===== config.mk =====
export PLATFORM = sky130hd
export DESIGN_NAME = di_fifo_term
export DESIGN_NICKNAME = d
export VERILOG_FILES = /design/src/rtl/di_term_pkg.sv /design/src/rtl/di_sync_fifo.sv /design/src/rtl/di_fifo_term.sv
export SDC_FILE = /design/constraint.sdc
export NUM_CORES = 1
export LEC_CHECK = 0
export ABC_AREA = 1
export BUFFER_PORTS_ARGS = -buffer_cell sky130_fd_sc_hd__buf_4
export CAP_MARGIN = 25
export CORE_MARGIN = 1.5
export CORE_UTILIZATION = 39
export CTS_CLUSTER_SIZE = 20
export DETAILED_ROUTE_END_ITERATION = 10
export SLEW_MARGIN = 20
export SYNTH_ARGS = -nofsm -noshare
export SYNTH_HDL_FRONTEND = slang
export SYNTH_SLANG_ARGS = --single-unit

===== constraint.sdc =====
create_clock -name ifclk -period 2.63 [get_ports ifclk]
set_clock_uncertainty 0.15 [all_clocks]
set_input_delay 0 -clock ifclk [delete_from_list [all_inputs] [get_ports ifclk]]
set_output_delay 0 -clock ifclk [all_outputs]
set_load 0.005 [all_outputs]

===== src/rtl/di_term_pkg.sv =====
// di_term_pkg: shared constants for the di_fifo_term register terminal.
//   Register addresses, STATUS/CONTROL bit positions, and a decoder that
//   maps a 16-bit register address onto a small register-select enum.
package di_term_pkg;

  localparam logic [15:0] REG_STATUS    = 16'h0000;
  localparam logic [15:0] REG_CONTROL   = 16'h0001;
  localparam logic [15:0] REG_H2D_COUNT = 16'h0002;
  localparam logic [15:0] REG_D2H_COUNT = 16'h0003;
  localparam logic [15:0] DATA_BASE     = 16'h0100;

  localparam int ST_H2D_OVF    = 15;
  localparam int ST_D2H_UNF    = 14;
  localparam int ST_D2H_EMPTY  = 1;
  localparam int ST_H2D_FULL   = 0;

  localparam int CTL_H2D_FLUSH = 0;
  localparam int CTL_D2H_FLUSH = 1;

  typedef enum logic [2:0] {
    SEL_STATUS,
    SEL_CONTROL,
    SEL_H2D_CNT,
    SEL_D2H_CNT,
    SEL_RSVD,
    SEL_DATA
  } reg_sel_e;

  // Everything from DATA_BASE up is the data window; 0x0004..0x00FF is reserved.
  function automatic reg_sel_e decode_reg(input logic [15:0] a);
    if (a >= DATA_BASE)          return SEL_DATA;
    else if (a == REG_STATUS)    return SEL_STATUS;
    else if (a == REG_CONTROL)   return SEL_CONTROL;
    else if (a == REG_H2D_COUNT) return SEL_H2D_CNT;
    else if (a == REG_D2H_COUNT) return SEL_D2H_CNT;
    else                         return SEL_RSVD;
  endfunction

endpackage


===== src/rtl/di_sync_fifo.sv =====
// di_sync_fifo: 16-bit first-word-fall-through synchronous FIFO.
//   clk_i/rst_i    clock, synchronous active-high reset
//   push_i/wdata_i write one word (ignored when full)
//   pop_i          consume head word (ignored when empty)
//   flush_i        empty the FIFO; beats a same-cycle push/pop
//   rdata_o        head word, 0 while empty
//   count_o        occupancy 0..DEPTH; full_o / empty_o status
module di_sync_fifo #(
  parameter int DEPTH = 16
) (
  input  logic                       clk_i,
  input  logic                       rst_i,
  input  logic                       push_i,
  input  logic [15:0]                wdata_i,
  input  logic                       pop_i,
  input  logic                       flush_i,
  output logic [15:0]                rdata_o,
  output logic [$clog2(DEPTH):0]     count_o,
  output logic                       full_o,
  output logic                       empty_o
);
  import di_term_pkg::*;

  localparam int AW = $clog2(DEPTH);

  logic [15:0]   mem_q [DEPTH];
  logic [AW-1:0] wptr_q, rptr_q;
  logic [AW:0]   cnt_q;
  logic          do_push, do_pop;

  assign full_o  = (cnt_q == (AW+1)'(DEPTH));
  assign empty_o = (cnt_q == '0);
  assign count_o = cnt_q;
  assign do_push = push_i & ~full_o;
  assign do_pop  = pop_i & ~empty_o;
  // Masking the head keeps stale RAM contents off the outputs after reset/flush.
  assign rdata_o = empty_o ? 16'h0000 : mem_q[rptr_q];

  always_ff @(posedge clk_i) begin
    if (rst_i || flush_i) begin
      wptr_q <= '0;
      rptr_q <= '0;
      cnt_q  <= '0;
    end else begin
      if (do_push) wptr_q <= wptr_q + AW'(1);
      if (do_pop)  rptr_q <= rptr_q + AW'(1);
      case ({do_push, do_pop})
        2'b10:   cnt_q <= cnt_q + (AW+1)'(1);
        2'b01:   cnt_q <= cnt_q - (AW+1)'(1);
        default: cnt_q <= cnt_q;
      endcase
    end
  end

  always_ff @(posedge clk_i) begin
    if (do_push && !flush_i) mem_q[wptr_q] <= wdata_i;
  end

endmodule


===== src/rtl/di_fifo_term.sv =====
// di_fifo_term: di_* register-bus terminal with host-to-device and
// device-to-host FIFOs plus a small STATUS/CONTROL/COUNT register set.
//   ifclk/reset      clock, synchronous active-high reset
//   di_term_addr     terminal select, block answers to TERM_ADDR
//   di_reg_addr      register select; >= 0x0100 is the data window
//   di_reg_datai     write data; di_write / di_read one-cycle strobes
//   di_read_req      unused, the d2h head is always presented (FWFT)
//   di_reg_datao     read data, di_read_rdy / di_write_rdy handshakes
//   h2d_*            host-to-device stream out (valid/ready)
//   d2h_*            device-to-host stream in (valid/ready)
module di_fifo_term #(
  parameter logic [15:0] TERM_ADDR = 16'h0010,
  parameter int          DEPTH     = 16,
  parameter int          AW        = $clog2(DEPTH)
) (
  input  logic        ifclk,
  input  logic        reset,
  input  logic [15:0] di_term_addr,
  input  logic [15:0] di_reg_addr,
  input  logic [15:0] di_reg_datai,
  input  logic        di_write,
  input  logic        di_read,
  input  logic        di_read_req,
  output logic [15:0] di_reg_datao,
  output logic        di_read_rdy,
  output logic        di_write_rdy,
  output logic [15:0] h2d_data,
  output logic        h2d_valid,
  input  logic        h2d_ready,
  input  logic [15:0] d2h_data,
  input  logic        d2h_valid,
  output logic        d2h_ready
);
  import di_term_pkg::*;

  logic        sel;
  reg_sel_e    rsel;
  logic        wr_data, rd_data, wr_ctl;
  logic        h2d_flush, d2h_flush;
  logic        h2d_full, h2d_empty, d2h_full, d2h_empty;
  logic [AW:0] h2d_cnt, d2h_cnt;
  logic [15:0] d2h_head;
  logic        ovf_q, ovf_d, unf_q, unf_d;
  logic        ovf_set, unf_set;
  logic [15:0] status;
  logic        unused_ok;

  assign unused_ok = &{1'b0, di_read_req};

  assign sel       = (di_term_addr == TERM_ADDR);
  assign rsel      = decode_reg(di_reg_addr);
  assign wr_data   = sel & di_write & (rsel == SEL_DATA);
  assign rd_data   = sel & di_read  & (rsel == SEL_DATA);
  assign wr_ctl    = sel & di_write & (rsel == SEL_CONTROL);
  assign h2d_flush = wr_ctl & di_reg_datai[CTL_H2D_FLUSH];
  assign d2h_flush = wr_ctl & di_reg_datai[CTL_D2H_FLUSH];
  assign ovf_set   = wr_data & h2d_full;
  assign unf_set   = rd_data & d2h_empty;

  di_sync_fifo #(.DEPTH(DEPTH)) u_h2d (
    .clk_i   (ifclk),
    .rst_i   (reset),
    .push_i  (wr_data),
    .wdata_i (di_reg_datai),
    .pop_i   (h2d_valid & h2d_ready),
    .flush_i (h2d_flush),
    .rdata_o (h2d_data),
    .count_o (h2d_cnt),
    .full_o  (h2d_full),
    .empty_o (h2d_empty)
  );

  di_sync_fifo #(.DEPTH(DEPTH)) u_d2h (
    .clk_i   (ifclk),
    .rst_i   (reset),
    .push_i  (d2h_valid & d2h_ready),
    .wdata_i (d2h_data),
    .pop_i   (rd_data),
    .flush_i (d2h_flush),
    .rdata_o (d2h_head),
    .count_o (d2h_cnt),
    .full_o  (d2h_full),
    .empty_o (d2h_empty)
  );

  assign h2d_valid = ~h2d_empty;
  assign d2h_ready = ~d2h_full;

  // A new error in the same cycle as a CONTROL clear keeps the flag set.
  always_comb begin
    ovf_d = ovf_set ? 1'b1 : (h2d_flush ? 1'b0 : ovf_q);
    unf_d = unf_set ? 1'b1 : (d2h_flush ? 1'b0 : unf_q);
  end

  always_ff @(posedge ifclk) begin
    if (reset) begin
      ovf_q <= 1'b0;
      unf_q <= 1'b0;
    end else begin
      ovf_q <= ovf_d;
      unf_q <= unf_d;
    end
  end

  always_comb begin
    status               = 16'h0000;
    status[ST_H2D_OVF]   = ovf_q;
    status[ST_D2H_UNF]   = unf_q;
    status[ST_D2H_EMPTY] = d2h_empty;
    status[ST_H2D_FULL]  = h2d_full;
  end

  // Combinational read path: the host registers di_reg_datao itself.
  always_comb begin
    di_reg_datao = 16'h0000;
    di_read_rdy  = 1'b0;
    di_write_rdy = 1'b0;
    if (sel) begin
      di_read_rdy  = 1'b1;
      di_write_rdy = 1'b1;
      case (rsel)
        SEL_STATUS:  di_reg_datao = status;
        SEL_H2D_CNT: di_reg_datao = 16'(h2d_cnt);
        SEL_D2H_CNT: di_reg_datao = 16'(d2h_cnt);
        SEL_DATA: begin
          di_reg_datao = d2h_head;
          di_read_rdy  = ~d2h_empty;
          di_write_rdy = ~h2d_full;
        end
        default:     di_reg_datao = 16'h0000;
      endcase
    end
  end

endmodule


==> results of run 1 <==
==> area by class of cell <==
type                       instances  area (sq um)  area share [%]
clock buffer                      67          1460            5.32
timing repair buffer             249          2360            8.57
antenna                            1          2.50         0.00909
tap                              765           957            3.48
multi-input combinational       1170          5960            21.6
inverter                          73           314            1.14
clock inverter                    32           373            1.35
sequential                       548         16100            58.5
==> worst max-delay path: stages, from the launching register on <==
cell,delay [ns]
dfxtp_4,0.35
buf_12,0.15
clkinv_16,0.10
buf_12,0.18
o21ai_0,0.09
o221ai_1,0.29
nand3_1,0.15
a21oi_1,0.27
buf_4,0.17
==> path summary, 6_finish.rpt <==
kind / to / slack [ns]
worst max register to register: unf_q / 0.13
worst min-delay path: u_h2d.wptr_q[3] / 0.08
worst max-delay path: h2d_data[11] / 0.09
worst min register to register: flop / 0.34
==> cells in the mapped netlist <==
| cell type | n |
|---|---|
| nand3b_1 | 1 |
| inv_4 | 1 |
| xor2_1 | 18 |
| buf_6 | 14 |
| ha_1 | 18 |
| o21ai_1 | 22 |
| inv_1 | 63 |
| dfxtp_1 | 36 |
| nand2_1 | 256 |
| o21ai_0 | 199 |
| nand4_1 | 16 |
| nor2_1 | 271 |
| edfxtp_1 | 512 |
| and3_1 | 1 |
| nand2_2 | 9 |
| clkbuf_1 | 49 |
| a21o_1 | 2 |
| o211ai_1 | 2 |
| xnor2_1 | 1 |
| o22ai_1 | 32 |
| nand3_1 | 182 |
| clkbuf_2 | 1 |
| clkinv_1 | 3 |
| inv_2 | 6 |
| nor2_4 | 1 |
| o221ai_1 | 55 |
| nand3_2 | 1 |
| nor3b_1 | 2 |
| a21oi_1 | 53 |
| nor2_2 | 4 |
| buf_1 | 8 |
| nor3_2 | 2 |
| buf_4 | 15 |
| nor4_1 | 1 |
| or2_2 | 1 |
| nor3_1 | 20 |
| buf_2 | 22 |
==> layer usage <==
metal | up-vias | wire length [um] | share of wire [%] | track usage, %
met5 | - | 40 | 0.067 | 0
met4 | 6 | 1460 | 2.4 | 6.01
met3 | 92 | 4880 | 8.2 | 3.88
met2 | 656 | 27300 | 46 | 30.1
met1 | 7752 | 26200 | 44 | 28.5
li1 | 7266 | - | - | -
==> cells by family after synthesis <==
kind of cell	after synthesis	synth area share (%)
AO/OA/AOI/OAI	365	9.18
XOR/XNOR	19	0.733
adder cells (fa/ha/maj)	18	0.992
buffers and inverters	182	3.86
flip-flops	548	70.9
AND/OR/NAND/NOR	768	14.3
==> power by group <==
part	total [uW]	internal [uW]	leakage (uW)	switching [uW]
clock network	8020	4740	0.000907	3280
logic	2810	1060	0.00389	1740
registers	9670	9610	0.00491	55.3
==> sequential cells by signal (all words and copies together) (netlist names), named ones only <==
register,flops
ovf_q,1
u_d2h.count_o,5
u_d2h.mem_q,256
u_d2h.rptr_q,4
u_d2h.wptr_q,4
u_h2d.count_o,5
u_h2d.mem_q,256
u_h2d.rptr_q,4
u_h2d.wptr_q,4
unf_q,1
==> stage by stage <==
stage          setup WS [ns]  instances
6_report              0.0880       2905
5_1_grt              -0.0673       2905
4_1_cts              0.00531       2894
3_5_place_dp         -0.0110       2739
3_3_place_gp          0.0700       2739
2_1_floorplan         -0.178       1900
==> timing repair <==
item / CTS / global route
hold endpoints to repair: 547 / 0
setup buffers: 3 / 8
hold buffers: 51 / 0
pin swaps: 0 / 8
gates resized for setup: 15 / 38
setup endpoints to repair: 26 / 33
gates cloned: 2 / 2
==> results.yml, run 1 <==
logic_synthesis:
  syn_avg_cell_area_sq_um: 11.9
  synth_area_leader_cell: "edfxtp_1"
  ys_ff_latch: 548
  synth_top_area_share_pct: 67.7
  synth_nets: 1989
  ys_top_cells_by_area: "edfxtp_1 68%, nor2_1 4.5%, o21ai_0 4.4%"
  syn_inst: 1900
  synth.cell_area_sq_um: 22700
  yosys_warnings: 0
  ys_types: 37
  ys_seq_area_share_pct: 70.9
final_layout:
  layout.nets: 2187
  fill_cells: 5035
  final_common_cell: "edfxtp_1"
  final_area_sq_um: 27500
  final_util_pct: 47.8
  syn_to_final_growth_pct: 21.3
  layout_common_cells: "512 x edfxtp_1, 254 x nand2_1, 253 x nor2_1"
  final_layout_size_suffix_gt1_share_pct: 17.1
route:
  drt-total-wl_mm: 59.8
  first_pass_iters: 7
  viasPerCell: 5.43
  drt_iter0_drc: 1456
  post_drt_wl_per_cell_um: 20.6
  detail-route-antenna-nets: 0
  drc: 0
  via_count: 15772
worst_setup_path:
  crit_fanout: 30
  worstRegToRegCells: 10
  reg2reg_from: "u_d2h.count_o[3]"
  cp_data_required_time_ns: 2.48
  start_kind: "flop"
  cp.arrival_ns: 2.39
  critPathCaptureType: "output port"
  crit_type: "flop to output port"
floorplan:
  die-width_um: 244
  die_area_sq_um: 59700
  start_util_pct: 39.4
  die_h_um: 244
  fp.coreArea_sq_um: 57600
  rows: 88
  io_pins: 107
sta:
  final-max-slew-violation-count: 0
  hold_viol: 0
  final.period_utilization_pct: 96.7
  setup_viol: 0
  grt_setup_unrepaired: "yes"
  max_slew_margin_pct: 61.1
  fmax_mhz: 393
  hold_slack_ns: 0.0793
  finalSetupTns_ns: 0
  worst_slew_pin_slew_ns: 0.582
  fin_crit_ns: 2.54
clock_tree:
  insertion_delay_ns: 0.61
  cts-root-buf: "clkbuf_16"
  clock_sinks: 548
  ctsHtreeMaxLevel: 2
  numCtsBuffers: 56
  path_clk_slew_ns: 0.06
  clockBufferDepth: 3
  cts_tree: "done"
pwr:
  power_density_nw_per_um2: 744
  irDropWorstVdd_uv: 525
  p_leak_uw: 0.00970
  power_uw: 20500
global_route:
  grt_pass1_wl_mm: 90.1
  grt_max_degree: 74
  grt_pass1_vias: 15088
  grt_usage_pct: 19.8
  grt-ovfl-total: 0
  grt_antenna_before_repair: 4
place:
  post-dp-hpwl_mm: 34.6
  io_buffers: 105
  placed_area_sq_um: 24700
  place.gp.congestion: 0.843
hold_path:
  holdPathStages: 8
  min_from: "di_reg_addr[11]"
  min_path_type: "input port to flop"
job:
  max_cap_violations: 0
outcome:
  outcome: "completed"
(Power assumes the default switching activity.)
==> run 2, diff against run 1 <==
Settings changed: SYNTH_HIERARCHICAL from default to 1.
==> results.yml, run 2 <==
sta:
  grt_setup_unrepaired: "yes"
  hold_slack_ns: 0.0608
  max_slew_margin_pct: 56.0
  fin_crit_ns: 2.63
  final.period_utilization_pct: 100
  layout_setup_ws_ns: 0.000903
  worst_slew_pin_slew_ns: 0.660
  setup_viol: 0
  hold_viol: 0
  final-max-slew-violation-count: 0
  fmax_mhz: 380
worst_setup_path:
  cp_data_required_time_ns: 2.48
  max_stage_delay_ns: 0.46
  cp.depth: 13
  critPathCaptureType: "output port"
  crit_family: "simple AND/OR/NAND/NOR gates"
  crit_fanout: 6
  cp.arrival_ns: 2.48
  path_common_cell: "nand2_1"
  crit_type: "flop to output port"
  reg2reg_from: "u_d2h/count_o[1]"
  path_cells: "buf_8 > buf_16 > nand2_1 > nand3_1 > nand3_2 > nand2_1 > nand2_1 > a21oi_2 > nand2_1 > nand2_1 > nor2_1 > nor2_1 > buf_4"
  path_buf_inv: 3
  worstRegToRegCells: 14
  start_kind: "flop"
  crit_slowest_cell: "dfxtp_4"
clock_tree:
  clockBufferDepth: 3
  clock_sinks: 548
  path_clk_slew_ns: 0.06
  cts-root-buf: "clkbuf_16"
  cts_tree: "done"
  numCtsBuffers: 56
  insertion_delay_ns: 0.62
  ctsHtreeMaxLevel: 2
logic_synthesis:
  yosys_warnings: 6
  synth.cell_area_sq_um: 23000
  ys_seq_area_share_pct: 69.9
  synth_nets: 2177
  synth_enable_flop_cells: 512
  syn_avg_cell_area_sq_um: 11.0
  ys_types: 28
  ys_ff_latch: 548
  syn_inst: 2086
  synth-async-reset-ratio_pct: 0
  synth_area_leader_cell: "edfxtp_1"
  synth_top_area_share_pct: 66.8
  synth_top_cells_by_count: "735 x nand2_1, 512 x edfxtp_1, 409 x nand3_1"
  ys.flop_type: "edfxtp_1"
  ys_top_cells_by_area: "edfxtp_1 67%, nand2_1 12%, nand3_1 8.9%"
  yosysMostFrequentCell: "nand2_1"
place:
  placed_cells: 2934
  io_buffers: 105
  post-place-ws_ns: -0.0126
  post-dp-hpwl_mm: 34.7
  place.gp.congestion: 0.828
route:
  post_drt_wl_per_cell_um: 19.9
  first_pass_iters: 5
  detail-route-antenna-nets: 0
  viasPerCell: 5.24
  drc: 0
  via_count: 16196
  drt-total-wl_mm: 61.4
  drt_iter0_drc: 1516
pwr:
  irDropWorstVdd_uv: 531
  p_leak_uw: 0.0106
  power_density_nw_per_um2: 640
  power_uw: 17900
final_layout:
  layout.nets: 2377
  final_layout_size_suffix_gt1_share_pct: 17.1
  final_common_cell: "nand2_1"
  layout_common_cells: "725 x nand2_1, 512 x edfxtp_1, 392 x nand3_1"
  syn_to_final_growth_pct: 21.6
  final_util_pct: 48.3
  top_regs: "u_d2h/mem_q: 256 flops, u_h2d/mem_q: 256 flops"
  n_antenna_cell: 0
  final-instance-count-excl-fill: 3093
floorplan:
  die_h_um: 246
  die_area_sq_um: 60500
  start_util_pct: 39.7
  fp.coreArea_sq_um: 58000
  io_pins: 107
  die-width_um: 246
  rows: 88
global_route:
  grt_pass1_wl_mm: 91.8
  top_usage_layer: "met2"
  grt-ovfl-total: 0
  grtUsageMet1_pct: 27.1
  grt_pass1_vias: 15444
  grt_antenna_before_repair: 0
  grt_max_degree: 65
  use_met2_pct: 33.0
  use_met3_pct: 3.00
  grt_usage_pct: 20.0
hold_path:
  min_path_type: "input port to flop"
  min_from: "di_term_addr[0]"
  holdPathStages: 8
job:
  max_cap_violations: 0
outcome:
  outcome: "completed"
==> run 2: per-stage QoR <==
step / TNS, ns / instance area [sq um]
3_5_place_dp: -0.0126 / 25100
3_3_place_gp: 0 / 25100
6_report: 0 / 28000
5_1_grt: -0.582 / 28000
2_1_floorplan: 0 / 23000
4_1_cts: -0.135 / 27700
==> run 2: worst paths after layout <==
path,end,slack (ns)
min reg2reg,u_d2h/count_o[0],0.35
min,u_h2d/wptr_q[0],0.06
max,di_reg_datao[1],0.0009
max reg2reg,u_d2h/count_o[4],0.13
==> run 2: area by class of cell <==
class	count	area, sq um
Clock inverter	27	293
Inverter	78	334
Multi-Input combinational cell	1353	6330
Timing Repair Buffer	249	2480
Fill cell	5140	30000
Sequential cell	548	16100
Tap cell	765	957
Clock buffer	73	1510
==> run 2: tightest hold or removal path, cell delays in order <==
cell and delay (ns):
buf_4 0.08, nor2_1 0.03, nand2_1 0.05, nor2_1 0.05, nand2_2 0.13, nor3_1 0.08
nand2_1 0.25, a21oi_1 0.11
==> run 2: power breakdown <==
group	internal (uW)	switching (uW)
clock	4510	3310
combinational	179	315
sequential	9580	18.8
total	14300	3640
==> run 2: kinds of logic (layout without fill, tap and decap cells) <==
| group | Yosys count | count (layout) | share of synthesized area, % |
|---|---|---|---|
| and+or+nand+nor | 1236 | 1236 | 22.7 |
| xor gates and xnor gates | 14 | 14 | 0.533 |
| buffers and inverters | 185 | 427 | 3.89 |
| adders and majority gates | 20 | 20 | 1.15 |
| DFF | 548 | 548 | 69.9 |
| AOI/OAI and AO/OA | 83 | 83 | 1.82 |
==> run 2: what timing repair did <==
action / in CTS / in global routing
pin swaps: 3 / 18
hold buffers: 41 / 0
gates cloned: 7 / 4
endpoints found under the hold margin: 548 / 0
gates resized for setup: 35 / 63
setup buffers: 7 / 2
setup endpoints to repair: 29 / 33
==> run 2: routing by layer <==
metal / part of all wire [%] / vias up
met3: 6.9 / 101
met4: 2.3 / 0
met2: 48 / 592
met5: 0 / -
li1: - / 7595
met1: 43 / 7908
